## src/rtl/game_mode_pkg.sv

```systemverilog
// Shared mode encodings, HEX display codes and PS/2 prefix bytes for game_mode_ctrl.
package game_mode_pkg;

  typedef enum logic [3:0] {
    MODE_MENU        = 4'b0000,
    MODE_INGAME      = 4'b0011,
    MODE_PAUSED      = 4'b0100,
    MODE_ENDGAME     = 4'b0101,
    MODE_LEADERBOARD = 4'b1001
  } mode_e;

  localparam logic [3:0] HEX_MENU        = 4'd0;
  localparam logic [3:0] HEX_INGAME      = 4'd1;
  localparam logic [3:0] HEX_ENDGAME     = 4'd2;
  localparam logic [3:0] HEX_PAUSED      = 4'd3;
  localparam logic [3:0] HEX_LEADERBOARD = 4'd4;

  localparam logic [7:0] BREAK_CODE = 8'hF0;
  localparam logic [7:0] EXT_CODE   = 8'hE0;

  // Display code for a raw state value; unknown values show as MENU.
  function automatic logic [3:0] mode_hex(input logic [3:0] mode);
    logic [3:0] hex;
    case (mode)
      MODE_MENU:        hex = HEX_MENU;
      MODE_INGAME:      hex = HEX_INGAME;
      MODE_PAUSED:      hex = HEX_PAUSED;
      MODE_ENDGAME:     hex = HEX_ENDGAME;
      MODE_LEADERBOARD: hex = HEX_LEADERBOARD;
      default:          hex = HEX_MENU;
    endcase
    return hex;
  endfunction

endpackage

```

## src/rtl/game_mode_ctrl_ps2_key_filter.sv

```systemverilog
// Turns raw PS/2 bytes into one-cycle make-code events, dropping break
// sequences (F0 xx) and the E0 extended prefix.
module ps2_key_filter
  import game_mode_pkg::*;
(
  input  logic       clk,
  input  logic       rst,
  input  logic [7:0] key_data,
  input  logic       key_pressed,
  output logic       key_evt,
  output logic [7:0] key_code
);

  logic       break_r;
  logic       key_evt_r;
  logic [7:0] key_code_r;

  // Break-flag tracking and event registration.
  always_ff @(posedge clk) begin
    if (rst) begin
      break_r    <= 1'b0;
      key_evt_r  <= 1'b0;
      key_code_r <= 8'h00;
    end else begin
      key_evt_r <= 1'b0;
      if (key_pressed) begin
        if (break_r) begin
          break_r <= 1'b0;
        end else if (key_data == BREAK_CODE) begin
          break_r <= 1'b1;
        end else if (key_data != EXT_CODE) begin
          key_evt_r  <= 1'b1;
          key_code_r <= key_data;
        end
      end
    end
  end

  assign key_evt  = key_evt_r;
  assign key_code = key_code_r;

endmodule

```

## src/rtl/game_mode_ctrl.sv

```systemverilog
// Game mode FSM: menu / in-game / paused / end-game / leaderboard.
// Define GAME_LEADERBOARD_EN to route ENDGAME exits to LEADERBOARD instead of MENU.
module game_mode_ctrl
  import game_mode_pkg::*;
#(
  parameter int         NUM_LEVELS      = 4,
  parameter int         END_HOLD_CYCLES = 150000000,
  parameter logic [7:0] KEY_START       = 8'h5A,
  parameter logic [7:0] KEY_PAUSE       = 8'h4D,
  parameter logic [7:0] KEY_QUIT        = 8'h76
) (
  input  logic                          CLOCK_50,
  input  logic                          userquit,
  input  logic [7:0]                    ps2_key_data,
  input  logic                          ps2_key_pressed,
  input  logic                          gameOver,
  input  logic                          level_cleared,
  output logic                          ingameOn,
  output logic                          paused,
  output logic [3:0]                    hex0holder,
  output logic [$clog2(NUM_LEVELS):0]   level,
  output logic [3:0]                    currentModeState
);

  localparam int LW = $clog2(NUM_LEVELS) + 1;
  localparam int HW = $clog2(END_HOLD_CYCLES + 1);
  localparam logic [LW-1:0] LEVEL_LAST = LW'(NUM_LEVELS - 1);
  localparam logic [HW-1:0] HOLD_LAST  = HW'(END_HOLD_CYCLES - 1);

`ifdef GAME_LEADERBOARD_EN
  localparam logic [3:0] END_EXIT = MODE_LEADERBOARD;
`else
  localparam logic [3:0] END_EXIT = MODE_MENU;
`endif

  logic          key_evt_s;
  logic [7:0]    key_code_s;
  logic [3:0]    state_r, state_nxt_s;
  logic [LW-1:0] level_r, level_nxt_s;
  logic [HW-1:0] hold_r, hold_nxt_s;
  logic          ingame_r, paused_r;
  logic [3:0]    hex_r;

  ps2_key_filter u_key_filter (
    .clk         (CLOCK_50),
    .rst         (userquit),
    .key_data    (ps2_key_data),
    .key_pressed (ps2_key_pressed),
    .key_evt     (key_evt_s),
    .key_code    (key_code_s)
  );

  // Next-state, level and hold-counter logic; a key event masks game inputs.
  always_comb begin
    state_nxt_s = state_r;
    level_nxt_s = level_r;
    hold_nxt_s  = hold_r;
    case (state_r)
      MODE_MENU: begin
        if (key_evt_s && key_code_s == KEY_START) begin
          state_nxt_s = MODE_INGAME;
          level_nxt_s = {LW{1'b0}};
        end else begin
          state_nxt_s = MODE_MENU;
        end
      end
      MODE_INGAME: begin
        if (key_evt_s) begin
          if (key_code_s == KEY_PAUSE) begin
            state_nxt_s = MODE_PAUSED;
          end else if (key_code_s == KEY_QUIT) begin
            state_nxt_s = MODE_MENU;
            level_nxt_s = {LW{1'b0}};
          end else begin
            state_nxt_s = MODE_INGAME;
          end
        end else if (gameOver || (level_cleared && level_r == LEVEL_LAST)) begin
          state_nxt_s = MODE_ENDGAME;
          hold_nxt_s  = {HW{1'b0}};
        end else if (level_cleared) begin
          level_nxt_s = level_r + LW'(1'b1);
        end else begin
          state_nxt_s = MODE_INGAME;
        end
      end
      MODE_PAUSED: begin
        if (key_evt_s && key_code_s == KEY_PAUSE) begin
          state_nxt_s = MODE_INGAME;
        end else if (key_evt_s && key_code_s == KEY_QUIT) begin
          state_nxt_s = MODE_MENU;
          level_nxt_s = {LW{1'b0}};
        end else begin
          state_nxt_s = MODE_PAUSED;
        end
      end
      MODE_ENDGAME: begin
        if ((key_evt_s && key_code_s == KEY_START) || hold_r == HOLD_LAST) begin
          state_nxt_s = END_EXIT;
        end else begin
          hold_nxt_s = hold_r + HW'(1'b1);
        end
      end
      MODE_LEADERBOARD: begin
        if (key_evt_s && key_code_s == KEY_START) begin
          state_nxt_s = MODE_MENU;
        end else begin
          state_nxt_s = MODE_LEADERBOARD;
        end
      end
      default: begin
        state_nxt_s = MODE_MENU;
      end
    endcase
  end

  // State register; outputs are decoded from the next state so they move with it.
  always_ff @(posedge CLOCK_50) begin
    if (userquit) begin
      state_r  <= MODE_MENU;
      level_r  <= {LW{1'b0}};
      hold_r   <= {HW{1'b0}};
      ingame_r <= 1'b0;
      paused_r <= 1'b0;
      hex_r    <= HEX_MENU;
    end else begin
      state_r  <= state_nxt_s;
      level_r  <= level_nxt_s;
      hold_r   <= hold_nxt_s;
      ingame_r <= (state_nxt_s == MODE_INGAME);
      paused_r <= (state_nxt_s == MODE_PAUSED);
      hex_r    <= mode_hex(state_nxt_s);
    end
  end

  assign currentModeState = state_r;
  assign level            = level_r;
  assign ingameOn         = ingame_r;
  assign paused           = paused_r;
  assign hex0holder       = hex_r;

endmodule

```

## config.mk

```make
export PLATFORM = sky130hd
export DESIGN_NAME = game_mode_ctrl
export DESIGN_NICKNAME = d
export VERILOG_FILES = /design/src/rtl/game_mode_pkg.sv /design/src/rtl/game_mode_ctrl_ps2_key_filter.sv /design/src/rtl/game_mode_ctrl.sv
export SDC_FILE = /design/constraint.sdc
export NUM_CORES = 1
export LEC_CHECK = 0
export BUFFER_PORTS_ARGS = -buffer_cell sky130_fd_sc_hd__buf_2
export CORE_MARGIN = 4
export CORE_UTILIZATION = 30
export DETAILED_ROUTE_END_ITERATION = 10
export GPL_TIMING_DRIVEN = 0
export HOLD_SLACK_MARGIN = 0.06
export PLACE_DENSITY = 0.56
export SYNTH_ARGS = -nofsm -noshare
export SYNTH_HDL_FRONTEND = slang
export SYNTH_HIERARCHICAL = 1
export SYNTH_SLANG_ARGS = --single-unit
```

## constraint.sdc

```tcl
create_clock -name CLOCK_50 -period 5.6 [get_ports CLOCK_50]
set_input_delay 1.68 -clock CLOCK_50 [delete_from_list [all_inputs] [get_ports CLOCK_50]]
set_output_delay 1.68 -clock CLOCK_50 [all_outputs]
set_load 0.05 [all_outputs]
```

## After elaboration in Yosys (flattened, before gate mapping)

Index checks and enable logic that the tools add are counted.

| cells by class | value |
|---|---|
| muxes and demuxes | 28 |
| eq/ne operators | 25 |
| $add $sub $neg | 2 |
| reduce and logical (&&, ||, !) cells | 13 |
| bitwise operators | 3 |

Operators with widths:

| cell | count |
|---|---|
| two-way mux 28 bit | 3 |
| one-hot mux 28 bit (2 select lines) | 1 |
| two-way mux 3 bit | 11 |
| adder 28 x 1 -> 28 bit (second input constant) | 1 |
| equality test 28 bit (second input constant) | 1 |
| equality test 8 x 7 -> 1 bit (second input constant) | 3 |
| two-way mux 4 bit | 5 |
| one-hot mux 4 bit (5 select lines) | 1 |
| equality test 4 x 3 -> 1 bit (second input constant) | 4 |
| inequality test 2 bit (second input constant) | 6 |
| one-hot mux 3 bit (4 select lines) | 1 |
| one-hot mux 3 bit (3 select lines) | 1 |
| equality test 4 x 2 -> 1 bit (second input constant) | 2 |
| equality test 4 bit (second input constant) | 2 |
| equality test 8 bit (second input constant) | 1 |
| inequality test 8 bit (second input constant) | 1 |
| AND reduction 4 bit | 2 |
| AND reduction 8 bit | 1 |
| inequality test 3 x 2 -> 1 bit (second input constant) | 2 |
| inequality test 3 bit (second input constant) | 2 |
| logical AND 1 bit | 4 |
| zero test 4 bit | 1 |
| two-way mux 2 bit | 2 |
| OR reduction 4 bit | 1 |
| 7 further kinds | 12 |

| storage, ports and cells | value |
|---|---|
| input bits | 13 |
| logic and storage cells | 80 |
| bits in registers | 51 |
| output and inout port bits | 13 |

## Logic depth before layout (Yosys ltp)

| logic depth | value |
|---|---|
| word-level depth | 8 |
| mapped depth | 8 |
| depth with buffers taken out | 7 |

## Modules after synthesis

Netlist, hierarchy kept.

By module, submodules not included:

| module | seq. area each (um^2) | cells each | instances | area an instance (um^2) |
|---|---|---|---|---|
| game_mode_ctrl | 800.8 | 261 | 1 | 2304.7 |
| ps2_key_filter | 200.2 | 42 | 1 | 405.4 |

## Least setup slack after synthesis

OpenSTA, ideal clock, no wires.

| path | value |
|---|---|
| kind | input-to-reg |
| start | in level_cleared |
| end | reg level_r[0], in the netlist level[0] |
| data required time | 5.529 ns |
| setup time | 0.071 ns |
| setup slack | 2.454 ns |
| path buffers | 1 |
| stages on the path | 6 |
| data arrival time | 3.075 ns |
| cells stage by stage | a21oi_1 or3_1 buf_4 o221ai_1 or4b_2 a21oi_1 |

| on the way | value |
|---|---|
| longest elaborated chain between the ends | 4 |
| elaborated cells on any way between the ends | 5 |
| those cells by class | 2 x eq/ne; 3 x reduce/logical |

Ends and longest elaborated chain:

| what | line | text |
|---|---|---|
| from (decl) | game_mode_ctrl.sv:17 | `input logic level_cleared,` |
| logical AND 1 bit | game_mode_ctrl.sv:77 | `end else if (gameOver \|\| (level_cleared && level_r == LEVEL_LAST)) begin` |
| logical OR 1 bit | game_mode_ctrl.sv:77 |  |
| inequality test 3 x 2 -> 1 bit (no source line) | n/a |  |
| AND reduction 8 bit (no source line) * | n/a |  |
| to (signal assigned) | game_mode_ctrl.sv:120 | `level_r <= {LW{1'b0}};` |
| to (signal assigned) | game_mode_ctrl.sv:127 | `level_r <= level_nxt_s;` |
| to (decl) | game_mode_ctrl.sv:39 | `logic [LW-1:0] level_r, level_nxt_s;` |

Every way passes the cells marked *; elsewhere a longest branch is shown, timed or not.
A chain may end at the register's enable or synchronous reset.

## Worst setup path after layout

| path | value |
|---|---|
| start | in level_cleared |
| end | reg hold_r[10] |

| on the way | value |
|---|---|
| longest elaborated chain between the ends | 4 |

Ends and longest elaborated chain:

| what | line | text |
|---|---|---|
| logical AND 1 bit | game_mode_ctrl.sv:77 |  |
| logical OR 1 bit | game_mode_ctrl.sv:77 |  |
| inequality test 2 bit (no source line) | n/a |  |
| AND reduction 4 bit (no source line) | n/a |  |
| to (signal assigned) | game_mode_ctrl.sv:121 | `hold_r <= {HW{1'b0}};` |
| to (signal assigned) | game_mode_ctrl.sv:128 | `hold_r <= hold_nxt_s;` |
| to (decl) | game_mode_ctrl.sv:40 | `logic [HW-1:0] hold_r, hold_nxt_s;` |

Every way passes these cells.

==> impl_metrics.tcl <==
set metrics [dict create \
    run_status "completed" \
    syn_nets 319 \
    initialDrtViolationCount 123 \
    synth_commonest_cells "50 x dfxtp_1, 26 x nand2_1, 22 x a21oi_1" \
    multi_input_area_um2 1560 \
    clkSinkCount 50 \
    leakagePower_nw 1.01 \
    antenna_found_initial 0 \
    dpl.hpwl_um 4790 \
    die_y_um 103 \
    ys_types 66 \
    num_antenna_cells 0 \
    post-route-util 0.351 \
    finalCriticalPeriod_ns 3.31 \
    synth-main-ff-cell "dfxtp_1" \
    routed_wl_um 6510 \
    worstPathArrival_ns 3.49 \
    yosysTopAreaCell "dfxtp_1" \
    syn_inst 303 \
    peakVddDrop_v 0.000104 \
    grt_max_degree 17 \
    synth_area_leaders "dfxtp_1 37%, a21oi_1 4.1%, nand2_1 3.6%, nand3_1 3.3%, o31ai_1 3.0%" \
    drt_first_pass_iters 4 \
    power.density_nw_per_um2 213 \
    start_util 0.309 \
    hold_path_class "reg -> reg" \
    critPathCaptureType "flip-flop" \
    cp-start-kind "input port" \
    fillers 920 \
    maxClockFrequency_mhz 302 \
    path_clk_slew_ns 0.10 \
    syn_area_um2 2710 \
    ys_seq_area_frac 0.369 \
    crit_type "in -> reg" \
    ant_nets 0 \
    ios 26 \
    maxSlewHeadroom 0.390 \
    cap_viol_max_count 0 \
    cp_data_required_time_ns 5.78 \
    die_w_um 103 \
    viasPerCell 5.51 \
    overflow 0 \
    finalSetupTns_ns 0 \
    yosysMostFrequentCell "dfxtp_1" \
    ys_warn_count 6 \
    track_usage 0.127 \
    synth.avg_cell_area_um2 8.94 \
    dp_cells 435 \
    final-hold-violation-count 0 \
    path_max_fanout 10 \
    place.gp.congestion 0.768 \
    cts_tree "done" \
    cts_setup_buffers 0 \
    cts_resized 0 \
    vias 2439 \
    h-tree-depth 2 \
    setup_viol 0 \
    insertion_delay_ns 0.30 \
    max_slew.worst_pin.slew_ns 0.907 \
    period_share 0.590 \
    drv_slew 0 \
    regArea_um2 1000 \
    io_buffers 24 \
    synth_seq_cells 50 \
    grt_pass1_wl_um 10900 \
    ctsHoldBuffers 0 \
    clockBufferDepth 2 \
    core_um2 8760 \
    dieArea_um2 10600 \
    rsz0062_at_grt "no" \
    async_flop_share 0 \
    skew_ns 0.00753 \
    syn_to_final_growth_pct 13.6 \
    drive_gt1_frac 0.209 \
    cts_root_buf "clkbuf_8" \
    wl_per_cell_um 14.7 \
    synth_top_area_frac 0.369 \
    synth-edff-count 0 \
    final_cells 443 \
    cts_made_buffers 5 \
    nNetsFinal 350 \
    grt_pass1_vias 2271 \
    remaining_drc_errors 0 \
    fp-row-count 34 \
]
==> flip-flops by register name (all words and copies together), names as in the netlist <==
signal,flops
hold_r,28
u_key_filter/key_code,8
currentModeState,4
hex0holder,3
level,3
ingameOn,1
paused,1
u_key_filter/break_r,1
u_key_filter/key_evt,1
==> cell type report <==
cell class | count | share of cell area
Clock inverter | 3 | 0.0146
Sequential cell | 50 | 0.325
Buffer | 15 | 0.0390
Tap cell | 108 | 0.0439
Timing Repair Buffer | 24 | 0.0390
Inverter | 8 | 0.00975
Clock buffer | 5 | 0.0223
Multi-Input combinational cell | 230 | 0.506
==> logic make-up (layout without fill, tap and decap cells) <==
| logic type | after synthesis | count (layout) | share of synthesized area |
|---|---|---|---|
| buffers and inverters | 23 | 55 | 0.0554 |
| AOI/OAI and AO/OA | 88 | 88 | 0.234 |
| adders and majority gates | 3 | 3 | 0.0139 |
| other | 1 | 1 | 0.00138 |
| DFF | 50 | 50 | 0.369 |
| xor gates and xnor gates | 1 | 1 | 0.00323 |
| muxes | 4 | 4 | 0.0148 |
| and+or+nand+nor | 133 | 133 | 0.308 |
==> placed cells by master (no fill, tap or decap), types with 4 or more instances in the layout <==
master     synthesis  final
nand3_1           18     18
o31ai_1           11     11
nand2_1           26     26
nand4_1            6      6
o2111ai_1          4      4
clkbuf_8           1      6
o21a_1             4      4
or3_1              7      7
or4_1              7      7
or2_2              4      4
nand2b_1           6      6
clkbuf_1           6      6
inv_1              8      8
or4_2              7      7
nor3_1             6      6
a21oi_1           22     22
o21ai_1            6      6
o211ai_1           4      4
dfxtp_1           50     50
buf_2              2     26
a21oi_2            4      4
o21ai_0            7      7
nor2_1            14     14
mux2i_1            4      4
a31oi_1            4      4
==> stage by stage <==
| stage | power [mW] | instance area (um2) | hold slack (ns) | worst slack (ns) |
|---|---|---|---|---|
| detailed placement | 0.405 | 2970 | 0.452 | 1.94 |
| global route | 0.681 | 3080 | 0.488 | 2.17 |
| CTS | 0.666 | 3080 | 0.466 | 2.24 |
| global placement | 0.404 | 2970 | 0.446 | 1.98 |
| finish | 0.656 | 3080 | 0.458 | 2.29 |
| floorplan | 0.392 | 2710 | 0.431 | 2.45 |
==> power by group <==
part	internal [mW]	switching (mW)	total, mW
Clock	0.133	0.127	0.260
Sequential	0.359	0.00342	0.363
Combinational	0.0126	0.0211	0.0337
==> layer usage <==
metal / vias up / global-route usage / share of wire
met5: - / 0 / 0
met4: 0 / 0.0289 / 0.0088
met3: 8 / 0.0257 / 0.042
met2: 50 / 0.204 / 0.46
met1: 1148 / 0.176 / 0.49
li1: 1233 / - / -
==> path summary, 6_finish.rpt <==
path                            start         end  slack, ns  depth (start not counted)
hold / removal             hold_r[23]  hold_r[23]       0.46                          2
hold reg to reg            hold_r[23]  hold_r[23]       0.46                          2
setup reg to reg  currentModeState[2]  hold_r[10]       3.03                          5
setup / recovery        level_cleared  hold_r[10]       2.29                          6
==> worst max-delay path, cell delays in order <==
cell and delay (ns):
buf_2 0.11, a21oi_1 0.12, o31ai_1 0.75, buf_4 0.31
clkbuf_1 0.42, nor2_1 0.10
Power figures use the tool's default switching activity.
